--- config.mk ---
export PLATFORM = sky130hd
export DESIGN_NAME = dual_edge_gen
export DESIGN_NICKNAME = d
export VERILOG_FILES = /design/src/rtl/dual_edge_gen.sv
export SDC_FILE = /design/constraint.sdc
export NUM_CORES = 1
export LEC_CHECK = 0
export ABC_AREA = 1
export CORE_AREA = 2 2 39 41
export DETAILED_ROUTE_END_ITERATION = 10
export DIE_AREA = 0 0 41 43
export GPL_TIMING_DRIVEN = 0
export PLACE_DENSITY = 0.61
export SLEW_MARGIN = 0
export SYNTH_ARGS = -nofsm -noshare
export SYNTH_HDL_FRONTEND = slang
export SYNTH_SLANG_ARGS = --single-unit
--- constraint.sdc ---
create_clock -name i_clk -period 2.1 [get_ports i_clk]
set_input_delay 0.525 -clock i_clk [delete_from_list [all_inputs] [get_ports i_clk]]
set_output_delay 0.525 -clock i_clk [all_outputs]
set_load 0.02 [all_outputs]
--- src/rtl/dual_edge_gen.sv ---
// Rebuilds a level waveform from edge ticks, holding each new level for at least
// MIN_HOLD cycles and replaying ticks that arrive during a hold from a pending counter.
module dual_edge_gen #(
  parameter int MIN_HOLD = 4,
  parameter int PEND_W   = 3
) (
  input  logic              i_clk,
  input  logic              i_reset,
  input  logic              i_tick,
  output logic              o_level,
  output logic [PEND_W-1:0] o_pending,
  output logic              o_busy,
  output logic              o_overflow
);

  localparam int CNT_W = (MIN_HOLD > 1) ? $clog2(MIN_HOLD) : 1;
  localparam logic [CNT_W-1:0]  HOLD_LOAD = CNT_W'(MIN_HOLD - 1);
  localparam logic [PEND_W-1:0] PEND_MAX  = '1;

  // Bit 0 of the encoding is the output level, so o_level comes straight off a flop
  typedef enum logic [1:0] {
    IDLE_LO = 2'b00,
    HOLD_HI = 2'b01,
    IDLE_HI = 2'b11,
    HOLD_LO = 2'b10
  } state_t;

  state_t            r_state;
  state_t            w_stateNext;
  logic [CNT_W-1:0]  r_holdCnt;
  logic [CNT_W-1:0]  w_holdCntNext;
  logic [PEND_W-1:0] r_pending;
  logic [PEND_W-1:0] w_pendingNext;
  logic              r_overflow;
  logic              w_work;
  logic              w_inHold;
  logic              w_expired;
  logic              w_toggle;
  logic              w_drop;

  always_ff @(posedge i_clk) begin
    if (i_reset) begin
      r_state    <= IDLE_LO;
      r_holdCnt  <= '0;
      r_pending  <= '0;
      r_overflow <= 1'b0;
    end else begin
      r_state    <= w_stateNext;
      r_holdCnt  <= w_holdCntNext;
      r_pending  <= w_pendingNext;
      r_overflow <= w_drop;
    end
  end

  always_comb begin
    w_work        = i_tick | (r_pending != '0);
    w_inHold      = (r_state == HOLD_HI) || (r_state == HOLD_LO);
    w_expired     = (r_holdCnt == '0);
    w_toggle      = w_work & (~w_inHold | w_expired);
    w_stateNext   = r_state;
    w_holdCntNext = r_holdCnt;
    w_pendingNext = r_pending;
    w_drop        = 1'b0;

    case (r_state)
      IDLE_LO: if (w_work) w_stateNext = HOLD_HI;
      IDLE_HI: if (w_work) w_stateNext = HOLD_LO;
      HOLD_HI: if (w_expired) w_stateNext = w_work ? HOLD_LO : IDLE_HI;
      HOLD_LO: if (w_expired) w_stateNext = w_work ? HOLD_HI : IDLE_LO;
      default: w_stateNext = IDLE_LO;
    endcase

    if (w_toggle) begin
      w_holdCntNext = HOLD_LOAD;
    end else if (w_inHold && !w_expired) begin
      w_holdCntNext = r_holdCnt - 1'b1;
    end

    // A toggle with a same-cycle tick leaves the count unchanged: one tick in, one out
    if (w_toggle) begin
      if (r_pending != '0 && !i_tick) w_pendingNext = r_pending - 1'b1;
    end else if (i_tick) begin
      if (r_pending != PEND_MAX) w_pendingNext = r_pending + 1'b1;
      else                       w_drop        = 1'b1;
    end
  end

  assign o_level    = r_state[0];
  assign o_pending  = r_pending;
  assign o_busy     = w_inHold || (r_pending != '0);
  assign o_overflow = r_overflow;

endmodule
==> impl_summary.txt, run 1 <==
----------------------------------------------------
[Placed design]
  Detailed placement HPWL ... 711.6 um
  Cell area reported after detailed placement ... 640.6 um2
  Routability Congestion ... 0.6878
  Count of input and output buffers ... 8
  Total placed cells including tap cells ... 100

[Setup path]
  Element type at the critical path start ... flop
  Worst EP required ... 1570 ps
  Critical-path cell list ... inv_1 > ha_1 > inv_1 > nand3_1 > dlygate4sd2_1
  Biggest fanout along the worst timing path ... 5
  Crit end category ... output port
  Type of the setup path with the least slack ... reg -> out
  Delay of the slowest critical-path stage ... 360 ps
  Category of cells accounting for the largest share of critical-path delay ... buffers and inverters
  Sum of buffers and inverters on the critical path ... 3
  Critical Path Slowest Stage Cell ... dfxtp_2
  Arrival time at the worst endpoint ... 1460 ps
  CP most frequent cell ... inv_1

[Timing]
  Number of max-slew violations in the final report ... 0
  Number of endpoints with negative hold slack in the final report ... 0
  Worst slew pin tran ... 276.9 ps
  Unrepaired setup endpoints after global routing ... no
  Final worst hold slack ... 468.1 ps
  Fin crit period ... 1982 ps
  Max-Slew Margin vs Limit ... 0.8152
  Final setup violating endpoints ... 0
  Maximum operating frequency ... 504.4 MHz
  Final clock period utilization by the worst path ... 0.9440
  Setup skew after layout ... 6.491 ps
  Final setup TNS ... 0 ps

[Floorplan]
  Cell row count ... 14
  I/O Pins ... 9
  Die width ... 41 um
  Area of the core ... 0.001384 mm2
  Total die area ... 0.001763 mm2
  Effective utilization at floorplan ... 0.3906
  Die height ... 43 um

[Route]
  Pre-Repair DR Iteration Count ... 4
  1st-iter DRT viols ... 3
  Final Routed Wirelength ... 941 um
  Wire length per cell after detailed routing ... 9.136 um
  Via-per-instance ratio ... 4.592
  Vias after detailed routing ... 473
  Number of design rule violations left after detail routing ... 0
  Routed Antenna Nets ... 0

[Global routing]
  Via count of the first global-routing pass ... 432
  Met3 Track Usage GR ... 0.01571
  Met2 track utilization from global routing ... 0.1938
  Number of antenna violations at the first check in global routing ... 0
  Met1 global-route usage ... 0.1916
  Layer with the highest usage after global routing ... met2
  Global-route wire length before repair ... 1711 um
  Maximum number of pins on one net before global-route repair ... 8
  Overflow left after global routing ... 0
  GR Util All Layers ... 0.1460

[Clocking]
  Count of clock tree sinks ... 8
  Number of buffers inserted during clock tree synthesis ... 3
  Clock slew seen by the registers of the worst setup and hold paths ... 50 ps
  Clock latency at the later pin of the worst-skew pair ... 260 ps
  Clock tree from TritonCTS ... done
  Post CTS Setup Buffer Count ... 0
  Deepest level of the CTS H-tree ... 1
  Bufs on Longest Clock Path ... 2
  Library cell used as clock root buffer ... clkbuf_4

[Synthesis]
  Unique cell type count in the Yosys netlist ... 17
  Syn Nets ... 85
  Number of synthesized register bits ... 8
  Cell type with the highest aggregate area in the netlist ... dfxtp_1
  Average instance area after synthesis ... 7.112 um2
  Synth async-reset ratio ... 0
  Synthesized area ... 540.5 um2
  Fraction of the yosys area taken by sequential cells ... 0.2963
  Cells after Synth ... 76
  Warnings from Yosys ... 0
  Most used DFF post-synth ... dfxtp_1
  Number of enable-type register cells in the synthesized netlist ... 0
  Share of Yosys cell area claimed by the top area cell type ... 0.2963
  Leading cell type by number of instances after synthesis ... inv_1
  Ranking of synthesized cells by area ... dfxtp_1, ha_1, inv_1
  Most frequent cells after synthesis ... inv_1, nor2_1, nand2_1

[Pwr]
  Combinational power share ... 0.618
  Net switching power ... 499.6 uW
  Max VDD drop ... 0.6726 mV
  Static leakage ... 0.0003297 uW
  Sequential Power Share ... 0.266
  Switching part of the total ... 0.4856
  Internal portion of total power ... 529.4 uW
  Cell area power density ... 1549 mW/mm2
  Power share of the clock group ... 0.116

[Layout]
  Final core utilization ... 0.4801
  Sequential Area ... 162.7 um2
  Area Growth Syn to Fin ... 22.92%
  Final Non-Filler Cells ... 103
  # fillers ... 149
  Area of combinational cells with multiple inputs ... 320.3 um2
  Layout Cell Area excl Fill ... 664.4 um2
  Proportion of layout cells with a drive suffix above 1 ... 0.1379
  Antenna cells ... 0
  Nets ... 98

[Run status]
  Outcome ... completed

[Run]
  Number of maximum-capacitance violations ... 0

[Hold path]
  Worst hold path class ... reg -> reg

----------------------------------------------------
-- power by group through the flow --
stage          clock (uW)  sequential (uW)  combinational, uW
3_5_place_dp            0              274                647
4_1_cts               128              271                638
5_1_grt               136              284                720
2_1_floorplan           0              300                451
6_report              120              274                635
3_3_place_gp            0              272                642
-- state kept, by name, indices dropped and copies added (netlist names) --
name / count
r_state: 2
o_overflow: 1
o_pending: 3
r_holdCnt: 2
-- cell type report --
cell class / count / share of cell area
clock buffer: 3 / 0.03390
inverter: 16 / 0.09040
multi-input combinational: 52 / 0.4821
timing repair buffer: 8 / 0.1186
tap: 16 / 0.03013
sequential: 8 / 0.2448
-- tightest hold or removal path, stage by stage (launching register included) --
cell and delay (ps):
dfxtp_1 290, inv_1 60, a221oi_1 70
-- routing by layer --
layer,vias up,share of wire
met3,2,0.032
met1,204,0.51
met5,-,0
met2,6,0.44
li1,261,-
met4,0,0.018
-- metrics by stage --
stage,total power [uW],worst slack (ps)
2_1_floorplan,750.9,140.1
3_5_place_dp,920.2,5.433
4_1_cts,1036,20.65
3_3_place_gp,914.4,9.045
6_report,1029,117.6
5_1_grt,1140,19.44
-- what timing repair did --
item	4_1_cts	5_1_grt
resized for setup	1	2
endpoints found under the setup margin	1	2
hold buffers	0	0
-- cell usage in the layout (no fill, tap or decap), drive strengths merged, types with 2 or more instances in the layout --
cell,instances
inv,16
nor2,15
nand2,13
dfxtp,8
o21ai,8
clkdlybuf4s50,7
ha,6
nand3,6
clkbuf,3
a21oi,2
-- cells by family (layout without fill, tap and decap cells) --
kind of cell | Yosys count | in the layout | share of synthesized area
buffers and inverters | 16 | 27 | 0.1111
adders and majority gates | 6 | 6 | 0.1389
AOI/OAI and AO/OA | 11 | 11 | 0.1296
and+or+nand+nor | 35 | 35 | 0.3241
DFF | 8 | 8 | 0.2963
-- worst paths after layout --
kind / startpoint / to / slack (ps) / depth (start not counted)
worst max-delay path: r_state[0] / o_busy / 120 / 5
worst min-delay path: r_holdCnt[1] / r_holdCnt[1] / 470 / 2
worst max register to register: r_state[0] / o_pending[2] / 200 / 16
worst min register to register: r_holdCnt[1] / r_holdCnt[1] / 470 / 2
Power figures use the tool's default switching activity.
==> inputs of run 2 (changes only) <==
==> constraint.sdc (replaced) <==
create_clock -name i_clk -period 1.95 [get_ports i_clk]
set_input_delay 0.4875 -clock i_clk [delete_from_list [all_inputs] [get_ports i_clk]]
set_output_delay 0.4875 -clock i_clk [all_outputs]
set_load 0.02 [all_outputs]
==> impl_summary.txt, run 2 (synthesized netlist as in run 1, its figures left out) <==
----------------------------------------------------
[Route]
  Vias after detailed routing ... 453 (-4.2%)
  Number of design rule violations left after detail routing ... 0 (unchanged)
  Wire length per cell after detailed routing ... 8.544 um (-6.5%)
  Final Routed Wirelength ... 880 um (-6.5%)
  Via-per-instance ratio ... 4.398 (-4.2%)
  Routed Antenna Nets ... 0 (unchanged)
  1st-iter DRT viols ... 8 (+5)
  Pre-Repair DR Iteration Count ... 4 (unchanged)

[Setup path]
  Element type at the critical path start ... flop
  Crit end category ... output port
  Path depth of the worst reg2reg path ... 16 (unchanged)
  Endpoint of the worst-slack reg-to-reg timing path ... o_pending[2]
  Number of gates on the worst path with buffers counted ... 1 (-4)
  Reg-to-Reg Start ... r_state[0]
  Type of the setup path with the least slack ... reg -> out
  Critical Path Slowest Stage Cell ... clkdlybuf4s50_1
  Critical-path cell list ... clkdlybuf4s50_1
  Worst Setup SP ... o_pending[0]
  Worst setup slack for register-to-register paths ... 120 ps (-80 ps)
  Delay of the slowest critical-path stage ... 660 ps (+300 ps)
  Biggest fanout along the worst timing path ... 6 (+1)
  Arrival time at the worst endpoint ... 1380 ps (-80 ps)
  Category of cells accounting for the largest share of critical-path delay ... buffers and inverters
  Sum of buffers and inverters on the critical path ... 1 (-2)
  Last element of the critical path ... o_pending[0]
  Worst EP required ... 1460 ps (-110 ps)

[Timing]
  Setup skew after layout ... 2.166 ps (-4.325 ps)
  Max-Slew Margin vs Limit ... 0.8147 (about the same)
  Final clock period utilization by the worst path ... 0.9593
  Fin crit period ... 1871 ps
  Final setup TNS ... 0 ps (unchanged)
  Maximum operating frequency ... 534.6 MHz
  Number of max-slew violations in the final report ... 0 (unchanged)
  Worst slew pin tran ... 277.6 ps (+0.7354 ps)
  Number of endpoints with negative hold slack in the final report ... 0 (unchanged)
  Final setup violating endpoints ... 0 (unchanged)
  Unrepaired setup endpoints after global routing ... yes

[Layout]
  Nets ... 98 (unchanged)
  Antenna cells ... 0 (unchanged)
  Proportion of layout cells with a drive suffix above 1 ... 0.1609 (+0.02299)
  # fillers ... 138 (-7.4%)
  Top library cells by usage in the layout, fill and taps aside ... inv_1, nor2_1, nand2_1
  Number of flip-flops under the largest register name ... 3 (unchanged)
  Area Growth Syn to Fin ... 23.15%
  Final Non-Filler Cells ... 103 (unchanged)
  Sequential Area ... 162.7 um2 (unchanged)
  Most frequent standard cell in the layout excluding fill and tap cells ... inv_1
  Layout Cell Area excl Fill ... 665.6 um2 (+0.19%)
  Area of combinational cells with multiple inputs ... 325.3 um2 (+1.6%)

[Clocking]
  Deepest level of the CTS H-tree ... 1 (unchanged)
  Count of clock tree sinks ... 8 (unchanged)
  Number of buffers inserted during clock tree synthesis ... 3 (unchanged)
  Clock latency at the later pin of the worst-skew pair ... 250 ps (about the same)
  Bufs on Longest Clock Path ... 2 (unchanged)
  Clock tree from TritonCTS ... done
  Post CTS Setup Buffer Count ... 0 (unchanged)
  Clock slew seen by the registers of the worst setup and hold paths ... 50 ps (about the same)
  Library cell used as clock root buffer ... clkbuf_4

[Global routing]
  Overflow left after global routing ... 0 (unchanged)
  Via count of the first global-routing pass ... 425 (-1.6%)
  Number of antenna violations at the first check in global routing ... 0 (unchanged)
  GR Util All Layers ... 0.1372 (-0.008787)
  Maximum number of pins on one net before global-route repair ... 8 (unchanged)
  Global-route wire length before repair ... 1683 um (-1.6%)

[Floorplan]
  Area of the core ... 0.001384 mm2 (unchanged)
  Cell row count ... 14 (unchanged)
  I/O Pins ... 9 (unchanged)
  Die width ... 41 um (unchanged)
  Total die area ... 0.001763 mm2 (unchanged)
  Die height ... 43 um (unchanged)
  Effective utilization at floorplan ... 0.3906 (unchanged)

[Pwr]
  Combinational power share ... 0.624 (+0.006)
  Static leakage ... 0.0003302 uW (+0.15%)
  Internal portion of total power ... 570.3 uW (+7.7%)
  Tot Pwr ... 1112 uW (+8.1%)
  Max VDD drop ... 0.7006 mV (+4.2%)
  Cell area power density ... 1670 mW/mm2 (+7.9%)
  Power share of the clock group ... 0.109 (-0.007)
  Sequential Power Share ... 0.266 (about the same)
  Net switching power ... 541.6 uW (+8.4%)
  Switching part of the total ... 0.4871 (+0.001547)

[Placed design]
  Routability Congestion ... 0.7234 (+5.2%)
  Total placed cells including tap cells ... 100 (unchanged)
  Count of input and output buffers ... 8 (unchanged)
  Cell area reported after detailed placement ... 641.9 um2 (+0.20%)
  Detailed placement HPWL ... 694.1 um (-2.5%)

[Run]
  Number of maximum-capacitance violations ... 0 (unchanged)

[Hold path]
  Worst hold path class ... reg -> reg
  Worst min-delay path startpoint ... r_holdCnt[1]

[Run status]
  Outcome ... completed

----------------------------------------------------
==> run 2: what timing repair did <==
action,in CTS,in global routing
gates resized for setup,3,3
hold buffers,0,0
setup endpoints to repair,1,3
==> run 2: area by class of cell <==
type | instances | share of cell area
Multi-Input combinational cell | 52 | 0.4887
Sequential cell | 8 | 0.2444
Inverter | 16 | 0.09023
Tap cell | 16 | 0.03008
Timing Repair Buffer | 8 | 0.1128
Clock buffer | 3 | 0.03383
==> run 2: power groups by stage <==
| stage | sequential [uW] | clock (uW) | combinational [uW] |
|---|---|---|---|
| after floorplan | 325 | 0 | 486 |
| after detailed placement | 297 | 0 | 697 |
| final | 296 | 121 | 694 |
| after CTS | 296 | 128 | 691 |
| after global routing | 307 | 138 | 798 |
| after global placement | 296 | 0 | 692 |
==> run 2: layer usage <==
metal	wire (um)	track usage	vias up
li1	-	-	260
met1	484	0.2026	182
met2	347	0.1719	9
met3	30	0.02094	2
met4	19	0.1000	0
met5	0	0	-
==> run 2: how the worst min path moves through the flow <==
| stage | endpoint | slack [ps] | cells past startpoint |
|---|---|---|---|
| final | r_holdCnt[1] | 470 | 2 |
| after global routing | r_holdCnt[1] | 510 | 2 |
| after CTS | r_holdCnt[0] | 480 | 2 |
| after detailed placement | r_holdCnt[0] | 470 | 2 |
| after global placement | r_holdCnt[0] | 460 | 2 |
| after floorplan | r_holdCnt[1] | 450 | 2 |
==> run 2: through the flow <==
step	util	setup slack [ps]	hold WS (ps)
3_3_place_gp	0.4638	-129.3	464.3
4_1_cts	0.4810	25.95	480.9
5_1_grt	0.4810	-39.71	506.2
2_1_floorplan	-	106.2	447.2
6_report	0.4810	79.29	474.4
3_5_place_dp	0.4638	-95.31	473.1
